### src/rtl/stepper_pulse_gen.sv
// Single-axis STEP/DIR pulse generator on the ext_out_reg write bus.
// Define STEPPER_ENDSTOP_EN to add the synchronised endstop abort used for homing toward min.
module stepper_pulse_gen #(
  parameter logic [5:0]  BASE_ADDR   = 6'h00,
  parameter int unsigned PULSE_WIDTH = 100,
  parameter int unsigned DIR_SETUP   = 50
) (
  input  logic        clk,
  input  logic        rst_n,
  input  logic [31:0] reg_data,
  input  logic [5:0]  reg_addr,
  input  logic        reg_stb,
  output logic        reg_busy,
  input  logic        endstop,
  output logic        step,
  output logic        dir,
  output logic        enable,
  output logic        moving,
  output logic        done_int,
  output logic [31:0] position
);

  localparam logic [31:0] LP_MIN_PERIOD = 32'(2 * PULSE_WIDTH);
  localparam logic [31:0] LP_PW_LAST    = 32'(PULSE_WIDTH - 1);
  localparam logic [31:0] LP_SETUP_LAST = 32'(DIR_SETUP);

  typedef enum logic [2:0] {
    S_IDLE,
    S_SETUP,
    S_HIGH,
    S_LOW,
    S_DONE
  } state_t;

  state_t      r_state;
  state_t      w_state_nxt;

  logic        r_en;
  logic        r_dir;
  logic [31:0] r_period;
  logic [31:0] r_steps_left;
  logic [31:0] r_phase;
  logic [31:0] r_position;

  logic [5:0]  w_off;
  logic        w_wr_ctrl;
  logic        w_wr_period;
  logic        w_wr_steps;
  logic        w_abort_wr;
  logic        w_active;
  logic        w_es_hit;
  logic        w_stop;
  logic        w_rise;
  logic [31:0] w_period_clamped;

  // ---------------------------------------------------------------------------
  // Register decode
  // ---------------------------------------------------------------------------
  assign w_off       = reg_addr - BASE_ADDR;
  assign reg_busy    = (w_off <= 6'd2) && (r_state != S_IDLE);
  assign w_wr_ctrl   = reg_stb && (w_off == 6'd0) && !reg_busy;
  assign w_wr_period = reg_stb && (w_off == 6'd1) && !reg_busy;
  assign w_wr_steps  = reg_stb && (w_off == 6'd2) && !reg_busy;
  assign w_abort_wr  = reg_stb && (w_off == 6'd3);

  assign w_period_clamped = (reg_data < LP_MIN_PERIOD) ? LP_MIN_PERIOD : reg_data;

  assign w_active = (r_state == S_SETUP) || (r_state == S_HIGH) || (r_state == S_LOW);

`ifdef STEPPER_ENDSTOP_EN
  logic [1:0] r_es_sync;

  always_ff @(posedge clk or negedge rst_n) begin
    if (!rst_n) begin
      r_es_sync <= '0;
    end else begin
      r_es_sync <= {r_es_sync[0], endstop};
    end
  end

  // Only the min-side endstop is wired, so it only matters when heading toward min.
  assign w_es_hit = r_es_sync[1] && !r_dir;
`else
  logic w_endstop_unused;

  assign w_endstop_unused = endstop;
  assign w_es_hit         = 1'b0;
`endif

  // A software abort and an endstop trip in the same cycle collapse into one DONE.
  assign w_stop = w_active && (w_abort_wr || w_es_hit);

  // ---------------------------------------------------------------------------
  // FSM: state register
  // ---------------------------------------------------------------------------
  always_ff @(posedge clk or negedge rst_n) begin
    if (!rst_n) begin
      r_state <= S_IDLE;
    end else begin
      r_state <= w_state_nxt;
    end
  end

  // ---------------------------------------------------------------------------
  // FSM: next state
  // ---------------------------------------------------------------------------
  always_comb begin
    w_state_nxt = r_state;
    case (r_state)
      S_IDLE: begin
        if (w_wr_steps) begin
          if ((reg_data == '0) || w_es_hit) begin
            w_state_nxt = S_DONE;
          end else begin
            w_state_nxt = S_SETUP;
          end
        end
      end
      S_SETUP: begin
        if (r_phase == LP_SETUP_LAST) begin
          w_state_nxt = S_HIGH;
        end
      end
      S_HIGH: begin
        if (r_phase == LP_PW_LAST) begin
          w_state_nxt = S_LOW;
        end
      end
      S_LOW: begin
        if (r_phase == r_period - 32'd1) begin
          w_state_nxt = (r_steps_left != '0) ? S_HIGH : S_DONE;
        end
      end
      S_DONE: begin
        w_state_nxt = S_IDLE;
      end
      default: begin
        w_state_nxt = S_IDLE;
      end
    endcase
    if (w_stop) begin
      w_state_nxt = S_DONE;
    end
  end

  // ---------------------------------------------------------------------------
  // FSM: outputs
  // ---------------------------------------------------------------------------
  always_comb begin
    step     = 1'b0;
    moving   = 1'b1;
    done_int = 1'b0;
    case (r_state)
      S_IDLE:  moving   = 1'b0;
      S_HIGH:  step     = 1'b1;
      S_DONE:  done_int = 1'b1;
      default: ;
    endcase
  end

  assign dir      = r_dir;
  assign enable   = ~r_en;
  assign position = r_position;

  // ---------------------------------------------------------------------------
  // Datapath
  // ---------------------------------------------------------------------------
  assign w_rise = (w_state_nxt == S_HIGH) && (r_state != S_HIGH);

  always_ff @(posedge clk or negedge rst_n) begin
    if (!rst_n) begin
      r_en   <= 1'b0;
      r_dir  <= 1'b0;
    end else if (w_wr_ctrl) begin
      r_en   <= reg_data[0];
      r_dir  <= reg_data[1];
    end
  end

  always_ff @(posedge clk or negedge rst_n) begin
    if (!rst_n) begin
      r_period <= LP_MIN_PERIOD;
    end else if (w_wr_period) begin
      r_period <= w_period_clamped;
    end
  end

  // Phase restarts at each STEP rise and runs on through LOW, so LOW ends at period-1.
  always_ff @(posedge clk or negedge rst_n) begin
    if (!rst_n) begin
      r_phase <= '0;
    end else if (w_rise || !w_active) begin
      r_phase <= '0;
    end else begin
      r_phase <= r_phase + 32'd1;
    end
  end

  always_ff @(posedge clk or negedge rst_n) begin
    if (!rst_n) begin
      r_steps_left <= '0;
    end else if (w_wr_steps) begin
      r_steps_left <= reg_data;
    end else if (w_rise) begin
      r_steps_left <= r_steps_left - 32'd1;
    end
  end

  always_ff @(posedge clk or negedge rst_n) begin
    if (!rst_n) begin
      r_position <= '0;
    end else if (w_rise) begin
      r_position <= r_dir ? (r_position + 32'd1) : (r_position - 32'd1);
    end
  end

endmodule

### config.mk
export PLATFORM = sky130hd
export DESIGN_NAME = stepper_pulse_gen
export DESIGN_NICKNAME = d
export VERILOG_FILES = /design/src/rtl/stepper_pulse_gen.sv
export SDC_FILE = /design/constraint.sdc
export NUM_CORES = 1
export LEC_CHECK = 0
export CAP_MARGIN = 15
export CORE_ASPECT_RATIO = 0.75
export CORE_MARGIN = 4
export CORE_UTILIZATION = 53
export DETAILED_ROUTE_END_ITERATION = 8
export PLACE_DENSITY = 0.85
export SLEW_MARGIN = 20
export SYNTH_ARGS = -nofsm -noshare
export SYNTH_HDL_FRONTEND = slang
export SYNTH_SLANG_ARGS = --single-unit
### constraint.sdc
create_clock -name clk -period 3.87 [get_ports clk]
set_input_delay 1.161 -clock clk [delete_from_list [all_inputs] [get_ports clk]]
set_output_delay 1.161 -clock clk [all_outputs]
set_load 0.05 [all_outputs]
==> results.toml <==
[placement]
post-place-cells = 1422
gp_congestion = 0.914
buffer_ports.inserted = 78
detailed_place.area_mm2 = 0.0107
detailed_place_hpwl_um = 18800

[floorplanning]
starting_density_pct = 54.2
die_w_um = 160
fp-row-count = 41
die_h_um = 122
die-area_mm2 = 0.0194
total_core_area_mm2 = 0.0169
top_level_ports = 80

[global_routing]
globalRouteTotalUtil_pct = 30.6
grt_pass1_wl_um = 47500
grt-ovfl-total = 0
antenna_found_initial = 0
grt_pass1_vias = 9065
pin_count_of_the_biggest_net_entering_global_routing = 98

[clocking]
clkLatencyLatePin_ns = 0.44
cts_tree = "done"
cts_inserted_buffers = 17
reg_clk_slew_reported_paths_ns = 0.07
clock_path_buffers = 2
h-tree-depth = 4
hold_buffers = 0
clockRootBuffer = "sky130_fd_sc_hd__clkbuf_16"
clkSinkCount = 133

[sta]
rsz0062_at_grt = "true"
setup_viol_count_final = 96
maxClockFrequency_ghz = 0.237
final.min_clock_period_ns = 4.22
finalClockSkew_ns = 0.00955
maxSlewHeadroom_pct = 39.0
tns_ns = -18.90
report.final.slew_viol_count = 0
final_min_period_over_clock_period_pct = 109
tightestPinTransition_ns = 0.915
final_critical_path_setup_slack_ns = -0.347
timing_hold_violations_final = 0

[worst_setup_path]
worstSetupStartpointType = "flip-flop"
timing.critical_path.buf_inv = 4
kind_of_critical_path = "flip-flop to flip-flop"
critPathTopFamily = "simple AND/OR/NAND/NOR gates"
timing.critical_path.slowest_cell_delay_ns = 0.53
crit_fanout = 15
critPathSlowestCell = "sky130_fd_sc_hd__or4_4"
crit_chain = "or4_4 > or3_4 > or3_4 > a2111oi_4 > buf_4 > or4b_4 > nor4_4 > buf_4 > or4_4 > buf_12 > buf_6 > a21oi_2 > a221o_1"
worst_ep_required_time_ns = 4.19
worst_setup_path_end_kind = "flip-flop"
crit_arrival_ns = 4.54

[synthesis]
syn_inst = 1088
postSynth.topFlopCell = "sky130_fd_sc_hd__dfrtp_1"
ffs_latches_synth = 133
post_synth_edffs = 0
yosysWarningCount = 0
avgSynthCellArea_um2 = 8.40
netlist-cell-type-count = 76
post_syn_nets = 1165
portion_of_the_post_synthesis_area_used_by_sequential_elements_pct = 36.4
synth-async-reset-ratio_pct = 100
synth.cell_area_mm2 = 0.00914

[drt]
post_detailed_route_count_of_antenna_violating_nets = 0
wl_um = 30900
detail_route.iter0.violations = 1298
drt_pass1_iterations = 8
routed_via_density = 6.51
vias = 9617
routedWlPerCell_um = 20.9
drc_errors = 0

[min_path]
hold_removal_path_class = "flip-flop to flip-flop"

[finish]
multi_input_comb_area_mm2 = 0.00605
layout_common_cells = "sky130_fd_sc_hd__nand2_1, sky130_fd_sc_hd__dfrtp_1, sky130_fd_sc_hd__buf_4, sky130_fd_sc_hd__clkdlybuf4s50_1, sky130_fd_sc_hd__xnor2_1"
mostFrequentLayoutCell = "sky130_fd_sc_hd__nand2_1"
layout-area-overhead-vs-synth_pct = 35.3
fill_cells = 1117
ff_latch_area_mm2 = 0.00333
fin_util_pct = 73.3
stdcell_area_mm2 = 0.0124
final_nets = 1327
num_antenna_cells = 0
drive_gt1_share_pct = 20.7
layoutNonFillerInstCount = 1477

[power]
ir_worst_vdd_mv = 0.325
leakage_nw = 5.58
power.density_cell_area_mw_per_mm2 = 386
finalPower_mw = 4.77

[status]
violated_checks = "negative setup slack"
status = "finished with violations"

[run]
cap_violations = 0
==> where the power goes <==
part | switching (mW) | internal, mW | leakage (nW) | total, mW
registers | 0.111 | 1.48 | 1.80 | 1.59
logic | 0.828 | 0.625 | 3.49 | 1.45
clock network | 0.649 | 1.08 | 0.291 | 1.73
total | 1.59 | 3.18 | 5.58 | 4.77
==> cell usage after synthesis (3+ instances only) <==
master | count | share of area (%)
sky130_fd_sc_hd__nand2_1 | 170 | 7.0
sky130_fd_sc_hd__dfrtp_1 | 130 | 36
sky130_fd_sc_hd__nor2_1 | 83 | 3.4
sky130_fd_sc_hd__o21ai_0 | 58 | 3.2
sky130_fd_sc_hd__xnor2_1 | 55 | 5.3
sky130_fd_sc_hd__nor3_1 | 51 | 2.8
sky130_fd_sc_hd__xor2_1 | 40 | 3.8
sky130_fd_sc_hd__a21oi_1 | 38 | 2.1
sky130_fd_sc_hd__a21o_1 | 35 | 2.9
sky130_fd_sc_hd__clkbuf_1 | 35 | 1.4
sky130_fd_sc_hd__ha_1 | 34 | 4.7
sky130_fd_sc_hd__o21ai_1 | 29 | 1.6
sky130_fd_sc_hd__or3_1 | 29 | 2.0
sky130_fd_sc_hd__inv_1 | 25 | 1.0
sky130_fd_sc_hd__nand4_1 | 25 | 1.7
sky130_fd_sc_hd__nor4_1 | 23 | 1.6
sky130_fd_sc_hd__nand3_1 | 22 | 1.2
sky130_fd_sc_hd__o31ai_1 | 18 | 1.5
sky130_fd_sc_hd__or4_1 | 12 | 0.99
sky130_fd_sc_hd__nand2b_1 | 10 | 0.68
sky130_fd_sc_hd__and2_1 | 9 | 0.62
sky130_fd_sc_hd__and3_1 | 9 | 0.62
sky130_fd_sc_hd__a31oi_1 | 8 | 0.55
sky130_fd_sc_hd__o41ai_1 | 8 | 0.77
sky130_fd_sc_hd__buf_2 | 7 | 0.38
sky130_fd_sc_hd__nor2b_1 | 7 | 0.48
sky130_fd_sc_hd__o211ai_1 | 7 | 0.57
sky130_fd_sc_hd__mux2i_1 | 6 | 0.66
sky130_fd_sc_hd__o21a_1 | 6 | 0.49
sky130_fd_sc_hd__or2_2 | 6 | 0.41
sky130_fd_sc_hd__a211oi_1 | 5 | 0.41
sky130_fd_sc_hd__nor3b_1 | 5 | 0.41
sky130_fd_sc_hd__o311ai_0 | 5 | 0.48
sky130_fd_sc_hd__a2111oi_0 | 4 | 0.38
sky130_fd_sc_hd__a221o_1 | 4 | 0.44
sky130_fd_sc_hd__a22o_1 | 4 | 0.38
sky130_fd_sc_hd__buf_4 | 4 | 0.33
sky130_fd_sc_hd__buf_6 | 4 | 0.49
sky130_fd_sc_hd__nand3b_1 | 4 | 0.33
sky130_fd_sc_hd__and4_1 | 3 | 0.29
sky130_fd_sc_hd__dfstp_2 | 3 | 0.86
==> what timing repair did <==
item	CTS	global route
cloned	9	2
buffers inserted	13	4
pin swaps	24	49
setup endpoints to repair	96	96
gates resized for setup	82	97
==> worst paths after layout <==
| path | startpoint | to | slack [ns] | depth (start not counted) |
|---|---|---|---|---|
| hold reg to reg | r_steps_left[20]$_DFFE_PN0P_ | r_steps_left[20]$_DFFE_PN0P_ | 0.47 | 1 |
| setup reg to reg | r_period[12]$_DFFE_PN0P_ | r_steps_left[17]$_DFFE_PN0P_ | -0.35 | 13 |
| setup / recovery | r_period[12]$_DFFE_PN0P_ | r_steps_left[17]$_DFFE_PN0P_ | -0.35 | 13 |
| min in group asynchronous | rst_n | position[5]$_DFFE_PN0P_ | 0.83 | 1 |
| hold / removal | r_steps_left[20]$_DFFE_PN0P_ | r_steps_left[20]$_DFFE_PN0P_ | 0.47 | 1 |
| max in group asynchronous | rst_n | r_phase[31]$_DFF_PN0_ | 2.29 | 2 |
==> state kept, by name, indices dropped and copies added (netlist names) <==
signal / flops
r_state: 3
r_en: 1
dir: 1
r_period: 32
r_phase: 32
r_steps_left: 32
position: 32
==> cells by family after synthesis <==
family | count (synthesis) | share of synthesized area [%]
AOI/OAI and AO/OA | 257 | 18.6
xor gates and xnor gates | 95 | 9.10
adders and majority gates | 35 | 4.87
buffers and inverters | 78 | 3.91
DFF | 133 | 36.4
muxes | 10 | 1.15
and+or+nand+nor | 480 | 25.9
==> per-layer routing <==
metal | track usage [%] | routed length, µm
met5 | 0 | 0
met4 | 10.8 | 953
met3 | 8.15 | 3390
met2 | 46.6 | 13700
met1 | 42.3 | 12800
==> worst register-to-register path, cell delays in order, from the launching register on <==
cell and delay, ns:
sky130_fd_sc_hd__dfrtp_1 0.39, sky130_fd_sc_hd__or4_4 0.53, sky130_fd_sc_hd__or3_4 0.44, sky130_fd_sc_hd__or3_4 0.43, sky130_fd_sc_hd__a2111oi_4 0.32, sky130_fd_sc_hd__buf_4 0.18
sky130_fd_sc_hd__or4b_4 0.49, sky130_fd_sc_hd__nor4_4 0.31, sky130_fd_sc_hd__buf_4 0.20, sky130_fd_sc_hd__or4_4 0.19, sky130_fd_sc_hd__buf_12 0.18, sky130_fd_sc_hd__buf_6 0.14
sky130_fd_sc_hd__a21oi_2 0.03, sky130_fd_sc_hd__a221o_1 0.27
==> metrics by stage <==
stage | hold WS, ns | worst slack (ns)
final | 0.471 | -0.347
after floorplan | 0.441 | -0.0726
after detailed placement | 0.459 | -0.325
after global placement | 0.453 | -0.304
after CTS | 0.470 | -0.115
after global routing | 0.485 | -0.441
==> final cells by class <==
cell class	count	share of cell area [%]
repair buffers	196	16.3
multi-input cells	877	48.9
flip-flops and latches	133	26.9
inverters	25	0.759
clock buffers	23	3.94
clock inverters	8	0.991
well taps	215	2.17
(Power assumes the default switching activity.)
